`config.mk`:
```
export PLATFORM = sky130hd
export DESIGN_NAME = uart_cmd_dispatch
export DESIGN_NICKNAME = d
export VERILOG_FILES = /design/src/rtl/uart_cmd_dispatch.sv
export SDC_FILE = /design/constraint.sdc
export NUM_CORES = 1
export LEC_CHECK = 0
export ABC_AREA = 1
export CORE_UTILIZATION = 45
export CTS_BUF_LIST = sky130_fd_sc_hd__clkbuf_16
export DETAILED_ROUTE_END_ITERATION = 16
export HOLD_SLACK_MARGIN = 0.06
export PLACE_DENSITY = 0.7
export SYNTH_ARGS = -nofsm -noshare
export SYNTH_HDL_FRONTEND = slang
export SYNTH_SLANG_ARGS = --single-unit
```
`constraint.sdc`:
```
create_clock -name I_clk_10M -period 6.98 [get_ports I_clk_10M]
set_clock_uncertainty 0.05 [all_clocks]
set_input_delay 1.396 -clock I_clk_10M [delete_from_list [all_inputs] [get_ports I_clk_10M]]
set_output_delay 1.396 -clock I_clk_10M [all_outputs]
set_load 0.02 [all_outputs]
```
`src/rtl/uart_cmd_dispatch.sv`:
```
// Frame FIFO + checker + register-bus command executor; request 3 cycles after a frame lands in an idle, empty FIFO.
// Frames arriving while the FIFO is full are dropped and counted; a pending response holds until I_resp_ready.
module uart_cmd_dispatch #(
    parameter int DEPTH       = 4,
    parameter int ACK_TIMEOUT = 255
) (
    input  logic        I_clk_10M,
    input  logic        I_rst,
    input  logic [63:0] I_data,
    input  logic        I_data_valid,
    output logic        O_reg_wr,
    output logic        O_reg_rd,
    output logic [7:0]  O_reg_addr,
    output logic [31:0] O_reg_wdata,
    input  logic        I_reg_ack,
    input  logic [31:0] I_reg_rdata,
    output logic [63:0] O_resp_data,
    output logic        O_resp_valid,
    input  logic        I_resp_ready,
    output logic [7:0]  O_err_cnt,
    output logic [7:0]  O_ovf_cnt
);
    localparam int              PW       = (DEPTH > 1) ? $clog2(DEPTH) : 1;
    localparam logic [PW:0]     FULL     = (PW + 1)'(DEPTH);
    localparam logic [15:0]     TMO_LAST = 16'(ACK_TIMEOUT - 1);

    typedef enum logic [1:0] {S_IDLE, S_CHECK, S_REQ, S_RESP} state_t;

    logic [63:0]   mem_q [DEPTH];
    logic [PW-1:0] wr_ptr_q, rd_ptr_q;
    logic [PW:0]   count_q;
    state_t        state_q, state_d;
    logic [63:0]   frame_q, frame_d;
    logic [7:0]    status_q, status_d;
    logic [31:0]   rdata_q, rdata_d;
    logic [15:0]   tmo_q, tmo_d;
    logic [7:0]    err_q, ovf_q;
    logic          pop, push, err_inc;
    logic [7:0]    op;
    logic [55:0]   resp_head;

    function automatic logic [7:0] xor7(input logic [55:0] b);
        logic [7:0] x;
        x = 8'h00;
        for (int i = 0; i < 7; i++) x = x ^ b[i*8 +: 8];
        return x;
    endfunction

    assign op        = frame_q[55:48];
    assign pop       = (state_q == S_IDLE) && (count_q != '0);
    // A full FIFO still accepts a frame when the head leaves in the same cycle.
    assign push      = I_data_valid && ((count_q != FULL) || pop);
    assign resp_head = {8'h5A, status_q, frame_q[47:40], rdata_q};

    always_ff @(posedge I_clk_10M) begin
        if (push) mem_q[wr_ptr_q] <= I_data;
    end

    always_ff @(posedge I_clk_10M or posedge I_rst) begin
        if (I_rst) begin
            wr_ptr_q <= '0;
            rd_ptr_q <= '0;
            count_q  <= '0;
            ovf_q    <= '0;
            err_q    <= '0;
            state_q  <= S_IDLE;
            frame_q  <= '0;
            status_q <= '0;
            rdata_q  <= '0;
            tmo_q    <= '0;
        end else begin
            if (push) wr_ptr_q <= wr_ptr_q + PW'(1);
            if (pop)  rd_ptr_q <= rd_ptr_q + PW'(1);
            case ({push, pop})
                2'b10:   count_q <= count_q + (PW + 1)'(1);
                2'b01:   count_q <= count_q - (PW + 1)'(1);
                default: count_q <= count_q;
            endcase
            if (I_data_valid && !push && ovf_q != 8'hFF) ovf_q <= ovf_q + 8'd1;
            if (err_inc && err_q != 8'hFF)               err_q <= err_q + 8'd1;
            state_q  <= state_d;
            frame_q  <= frame_d;
            status_q <= status_d;
            rdata_q  <= rdata_d;
            tmo_q    <= tmo_d;
        end
    end

    always_comb begin
        state_d      = state_q;
        frame_d      = frame_q;
        status_d     = status_q;
        rdata_d      = rdata_q;
        tmo_d        = tmo_q;
        err_inc      = 1'b0;
        O_reg_wr     = 1'b0;
        O_reg_rd     = 1'b0;
        O_reg_addr   = '0;
        O_reg_wdata  = '0;
        O_resp_valid = 1'b0;
        O_resp_data  = '0;
        case (state_q)
            S_IDLE: begin
                if (pop) begin
                    frame_d = mem_q[rd_ptr_q];
                    state_d = S_CHECK;
                end
            end
            S_CHECK: begin
                tmo_d = '0;
                if (frame_q[63:56] != 8'hA5 || frame_q[7:0] != xor7(frame_q[63:8]) ||
                    (op != 8'h01 && op != 8'h02)) begin
                    err_inc = 1'b1;
                    state_d = S_IDLE;
                end else begin
                    state_d = S_REQ;
                end
            end
            S_REQ: begin
                O_reg_wr    = (op == 8'h01);
                O_reg_rd    = (op == 8'h02);
                O_reg_addr  = frame_q[47:40];
                O_reg_wdata = frame_q[39:8];
                tmo_d       = tmo_q + 16'd1;
                // Ack is checked first so a late ack on the last allowed cycle still succeeds.
                if (I_reg_ack) begin
                    status_d = op | 8'h80;
                    rdata_d  = (op == 8'h02) ? I_reg_rdata : 32'h0;
                    state_d  = S_RESP;
                end else if (tmo_q == TMO_LAST) begin
                    status_d = 8'hFF;
                    rdata_d  = 32'h0;
                    err_inc  = 1'b1;
                    state_d  = S_RESP;
                end
            end
            S_RESP: begin
                O_resp_valid = 1'b1;
                O_resp_data  = {resp_head, xor7(resp_head)};
                if (I_resp_ready) state_d = S_IDLE;
            end
            default: state_d = S_IDLE;
        endcase
    end

    assign O_err_cnt = err_q;
    assign O_ovf_cnt = ovf_q;
endmodule

```
==> results of run 1 <==
[kinds of logic after synthesis]
group / synth area share [%]
XOR/XNOR: 2.95
flip-flops: 63.5
other: 0.0210
AND/OR/NAND/NOR: 16.9
AO/OA/AOI/OAI: 9.05
adder cells (fa/ha/maj): 0.955
buffers and inverters: 6.58
[final timing paths]
path	from	end	slack (ns)	cells after the start
hold / removal	count_q[0]	count_q[0]	0.45	1
max in group asynchronous	I_rst	rd_ptr_q[0]	4.18	3
setup / recovery	state_q[0]	O_resp_data[7]	2.15	5
min in group asynchronous	I_rst	O_err_cnt[4]	1.39	2
setup reg to reg	rd_ptr_q[0]	frame_q[7]	3.95	6
hold reg to reg	count_q[0]	count_q[0]	0.45	1
[power groups by stage]
stage          clock network, W  logic, W  registers (W)
2_1_floorplan                 0   0.00195        0.00343
3_3_place_gp                  0   0.00262        0.00360
3_5_place_dp                  0   0.00269        0.00361
4_1_cts                 0.00225   0.00271        0.00357
5_1_grt                 0.00234   0.00306        0.00363
6_report                0.00221   0.00270        0.00357
[per-layer routing]
layer,up-vias,track usage (%)
met5,-,0
met4,0,6.95
met3,68,3.56
met2,445,36.8
met1,6395,30.1
li1,6346,-
[sequential cells by signal, indices dropped and copies added, names as in the netlist, 3 cells and up, named ones only]
signal and count:
count_q 3, frame_q 64, O_err_cnt 8, mem_q 256
rdata_q 32, status_q 8, tmo_q 16, O_ovf_cnt 8
[critical path: stages (launching register included)]
cell	delay [ns]
dfrtp_1	0.40
ha_2	0.83
clkinv_1	0.57
a21oi_1	0.29
o21a_1	0.15
clkdlybuf4s50_1	0.59
[cell type report]
| type | instances | area, µm² | share of cell area, % |
|---|---|---|---|
| Antenna cell | 1 | 2.50 | 0.0115 |
| Clock buffer | 45 | 1130 | 5.16 |
| Clock inverter | 34 | 249 | 1.14 |
| Inverter | 213 | 807 | 3.70 |
| Multi-Input combinational cell | 1117 | 5380 | 24.7 |
| Sequential cell | 401 | 11300 | 51.9 |
| Tap cell | 518 | 648 | 2.97 |
| Timing Repair Buffer | 232 | 2290 | 10.5 |
[placed cells by master, fill, tap and decap left out, drive strengths merged, types with 4 or more instances in the layout]
master	count
o21a	10
conb	4
clkdlybuf4s50	219
a31oi	9
xor2	33
buf	13
a21oi	28
nor2	217
nand4	4
o22ai	59
nor3b	4
xnor2	27
nand3	77
dfrtp	145
edfxtp	256
o21ai	191
ha	12
clkinv	23
inv	220
bufinv	4
nand2	425
nor3	11
clkbuf	45
[per-stage QoR]
stage | setup WS [ns] | hold WS [ns] | std cells
floorplan | 1.64 | 0.414 | 1816
global route | 2.00 | 0.473 | 2560
CTS | 2.14 | 0.449 | 2560
global placement | 2.82 | 0.431 | 2481
finish | 2.15 | 0.445 | 2561
detailed placement | 2.72 | 0.438 | 2481
==> run_results.csv, run 1 <==
group,metric,value,unit
run_status,run_status,"complete, no violations",
setup_path,cp.required,5.53,ns
routing,drc_errors,0,
sta,min_period,4.83,ns
sta,fmax,0.207,GHz
power,ir_drop,274,µV
clocking,cts-root-buf,"clkbuf_16",
placement,gp_congestion,0.850,
power,comb_power_share,31.8,%
clocking,clk_pin_slew,0.06,ns
clocking,hold_buffers,0,
power,p_int,0.00528,W
power,clkPwrFrac,26.1,%
sta,slew-limit-headroom,26.5,%
floorplanning,io_pins,224,
routing,first_pass_iters,7,
yosys,synth_largest_area_cell,"edfxtp_1",
routing,highest_layer,"met4",
routing,routed_wl,44.9,mm
floorplanning,die-area,40400,µm²
sta,finalSetupViolCount,0,
power,power.density,389,nW/µm²
sta,fin_setup_tns,0,ns
clocking,post-cts-setup-buffer-count,0,
clocking,clock_path_buffers,3,
floorplanning,rows,72,
routing,num_vias,13254,
power,seqPwrFrac,42.1,%
yosys,synth.area.top_cells,"edfxtp_1, dfrtp_1, nand2_1",
yosys,synth_area_per_cell,9.83,µm²
yosys,ys.warnings.count,0,
yosys,synth_common_cells,"nand2_1, edfxtp_1, nor2_1, inv_1, o21ai_0",
cells_and_area,drive_gt1_share,5.78,%
routing,wl_per_cell,17.5,µm
cells_and_area,nFillCells,3291,
yosys,synth-seq-area-share,63.5,%
cells_and_area,stdcell_area,21800,µm²
power,p_leak,9.34,nW
yosys,synth_area,17800,µm²
clocking,htreeDepth,2,
yosys,synth_top_area_share,43.1,%
routing,ant_nets,0,
global_routing,antenna_found_initial,0,
setup_path,end_kind,"output pin",
cells_and_area,post-route-util,56.2,%
placement,dp_hpwl,28.6,mm
placement,io_buffers,219,
floorplanning,initial_core_util,45.9,%
sta,worst_pin_slew,1.10,ns
run,drv_cap,0,
setup_path,critPathKind,"register to output pin",
clocking,cts_tree,"yes",
placement,placed_area,20400,µm²
routing,routed-wl-met2,21.5,mm
cells_and_area,syn_to_final_growth,22.5,%
setup_path,critical_path_arrival,3.38,ns
yosys,synthArstFlopShare,36.2,%
sta,report.final.hold_viol_count,0,
global_routing,grt_pass1_wl,70.3,mm
routing,wl_met1,19.4,mm
clocking,cts_resized,0,
yosys,ys.flop_type,"edfxtp_1",
power,totalPowerFinal,0.00849,W
yosys,synth_edf_count,256,
global_routing,grt_remaining_overflow,0,
yosys,yosysMostFrequentCell,"nand2_1",
clocking,insertion_delay,0.54,ns
sta,maxSlewViolCount,0,
floorplanning,fp.dieW,201,µm
sta,rsz0062_at_grt,"false",
power,p_sw,0.00320,W
floorplanning,coreArea,38800,µm²
cells_and_area,fin_nets,2122,
yosys,ys_ff_latch,401,
power,netSwitchingFraction,37.7,%
setup_path,worstPathMaxFanout,54,
global_routing,grt_pass1_vias,12756,
yosys,synth_cells,1813,
routing,drt_iter0_markers,953,
routing,met3WireLength,2.91,mm
routing,viasPerCell,5.18,
clocking,cts_sinks,401,
sta,period_share,69.2,%
min_path,holdCritPathClass,"register to register",
setup_path,start_kind,"register",
global_routing,track_usage,22.2,%
yosys,ys_types,38,
global_routing,grt_max_degree,105,
clocking,cts_inserted_buffers,43,
floorplanning,dieHeight,201,µm
No activity file was read; power rests on OpenSTA's default activity.
==> inputs of run 2 (changes only) <==
- clock period: 6.98 -> 5.1 ns (I/O delays scaled with it)
==> run 2 against run 1 <==
Register-to-register slack lost 1.7 ns; total power grew 39%; global-route usage grew 0.28 points; core utilization grew 0.24 points; clock power grew 42%; final cell count grew 0.16%; flip-flop and latch count is the same; sequential share of layout area shrank 0.23 points; critical path type unchanged; largest cell class unchanged; largest power group unchanged.
==> run_results.csv, run 2 (synthesis results as in run 1) <==
group,metric,value,unit
setup_path,crit_path_start,"state_q[0]",
global_routing,antenna_found_initial,1,
power,clkPwrFrac,26.7,%
cells_and_area,finalNonFillerCells,2565,
min_path,holdCritPathClass,"register to register",
cells_and_area,regMostFlops,"mem_q",
global_routing,grt_max_degree,105,
placement,io_buffers,219,
min_path,worstHoldStart,"O_ovf_cnt[7]",
sta,rsz0062_at_grt,"false",
placement,dp_hpwl,29.2,mm
power,p_int,0.00734,W
setup_path,reg2reg_depth,10,
power,comb_power_share,31.6,%
clocking,cts_sinks,401,
clocking,post-cts-setup-buffer-count,0,
floorplanning,coreArea,38800,µm²
cells_and_area,nFillCells,3327,
power,p_leak,9.37,nW
routing,routed_wl,44.9,mm
clocking,hold_buffers,0,
clocking,cts_tree,"yes",
routing,drc_errors,0,
sta,worst_pin_slew,1.06,ns
cells_and_area,final_cell_mix,"nand2_1, edfxtp_1, clkdlybuf4s50_1",
setup_path,worst-r2r-setup-slack,2.30,ns
setup_path,worstPathMaxFanout,54,
setup_path,cp.required,4.03,ns
global_routing,track_usage,22.5,%
sta,finalSetupViolCount,0,
power,seqPwrFrac,41.7,%
power,netSwitchingFraction,37.5,%
clocking,cts_inserted_buffers,42,
setup_path,cpPeakStageDelay,0.59,ns
placement,dpl.cell_count,2488,
global_routing,grt_pass1_vias,13053,
global_routing,grt_pass1_wl,71.2,mm
setup_path,cp_num_buf_inv,3,
routing,first_pass_iters,5,
cells_and_area,largest_reg_flops,256,
setup_path,worst_path_dominant_cell_family,"buffers and inverters",
clocking,clock_path_buffers,3,
routing,num_vias,13226,
sta,fmax,0.245,GHz
routing,viasPerCell,5.16,
clocking,cts_resized,0,
power,power.density,536,nW/µm²
power,ir_drop,351,µV
setup_path,r2r-start,"state_q[0]",
routing,ant_nets,0,
sta,maxSlewViolCount,0,
clocking,htreeDepth,2,
sta,fin_setup_tns,0,ns
setup_path,start_kind,"register",
cells_and_area,drive_gt1_share,6.25,%
floorplanning,dieHeight,201,µm
clocking,insertion_delay,0.54,ns
floorplanning,rows,72,
run,drv_cap,0,
power,p_sw,0.00441,W
sta,slew-limit-headroom,29.4,%
setup_path,end_kind,"output pin",
sta,min_period,4.09,ns
setup_path,cp_slowest_cell,"clkdlybuf4s50_1",
setup_path,critPathKind,"register to output pin",
floorplanning,die-area,40400,µm²
run_status,run_status,"complete, no violations",
floorplanning,io_pins,224,
placement,gp_congestion,0.874,
min_path,hold_depth,1,
setup_path,path_depth,6,
setup_path,critical_path_arrival,3.02,ns
clocking,cts-root-buf,"clkbuf_16",
sta,setup_slack,1.01,ns
setup_path,rr_endpoint,"count_q[2]",
cells_and_area,top_regs,"mem_q x256, frame_q x64, rdata_q x32",
setup_path,path_cells,"ha_2 -> buf_4 -> clkinv_1 -> a21oi_1 -> o21a_1 -> clkdlybuf4s50_1",
cells_and_area,syn_to_final_growth,23.0,%
cells_and_area,fin_nets,2128,
clocking,clk_pin_slew,0.06,ns
cells_and_area,final_common_cell,"nand2_1",
min_path,worst_hold_path.endpoint,"O_ovf_cnt[7]",
floorplanning,fp.dieW,201,µm
floorplanning,initial_core_util,45.9,%
cells_and_area,n_antenna_cell,0,
placement,pre_cts_ws,1.60,ns
routing,wl_per_cell,17.5,µm
global_routing,grt_remaining_overflow,0,
sta,period_share,80.1,%
sta,report.final.hold_viol_count,0,
routing,drt_iter0_markers,881,
## run 2: cell count changes in the layout (fill, tap and decap cells not counted), sizes merged
cell | before | now
buf | 13 | 20
bufinv | 4 | 7
clkbuf | 45 | 43
clkinv | 23 | 22
clkinvlp | 0 | 1
diode | 1 | 0
inv | 220 | 217
## run 2: cell type report
type                            instances  area (µm²)  share of cell area [%]
Timing Repair Buffer                  239        2340                    10.7
Sequential cell                       401       11300                    51.6
Inverter                              213         807                    3.68
Multi-Input combinational cell       1117        5380                    24.5
Tap cell                              518         648                    2.96
Clock buffer                           43        1080                    4.91
Clock inverter                         34         344                    1.57
## run 2: power groups by stage
stage / registers, W / logic [W] / clock network [W]
2_1_floorplan: 0.00469 / 0.00267 / 0
3_3_place_gp: 0.00493 / 0.00360 / 0
3_5_place_dp: 0.00496 / 0.00371 / 0
4_1_cts: 0.00490 / 0.00375 / 0.00319
5_1_grt: 0.00498 / 0.00424 / 0.00331
6_report: 0.00490 / 0.00372 / 0.00314
## run 2: worst max-delay path by stage
stage	slack [ns]	endpoint
after floorplan	0.14	O_err_cnt[0]
after global placement	1.68	O_resp_data[3]
after detailed placement	1.60	O_resp_data[5]
after CTS	1.01	O_resp_data[5]
after global routing	0.81	O_resp_data[1]
final	1.01	O_resp_data[5]
## run 2: per-layer routing
layer / track usage, % / up-vias / wire (µm)
li1: - / 6359 / -
met1: 29.4 / 6345 / 19100
met2: 37.9 / 447 / 21600
met3: 4.27 / 75 / 2990
met4: 7.20 / 0 / 1230
met5: 0 / - / 0
## run 2: stage by stage
step                      hold slack (ns)  util, %  total power (W)  cell area, µm²
after floorplan                     0.414        -          0.00737           17800
after detailed placement            0.456     52.8          0.00867           20500
after CTS                           0.469     56.5           0.0118           21900
after global placement              0.433     52.8          0.00853           20500
after global routing                0.478     56.5           0.0125           21900
final                               0.464     56.5           0.0118           21900
## run 2: worst register-to-register path, stage by stage (launching register included)
cell      delay [ns]
dfrtp_1         0.41
inv_1           0.13
ha_1            0.21
nand2_1         0.15
clkinv_2        0.60
nand2_1         0.24
fa_1            0.42
o21ai_0         0.15
o21ai_0         0.13
xor2_1          0.14
inv_1           0.05
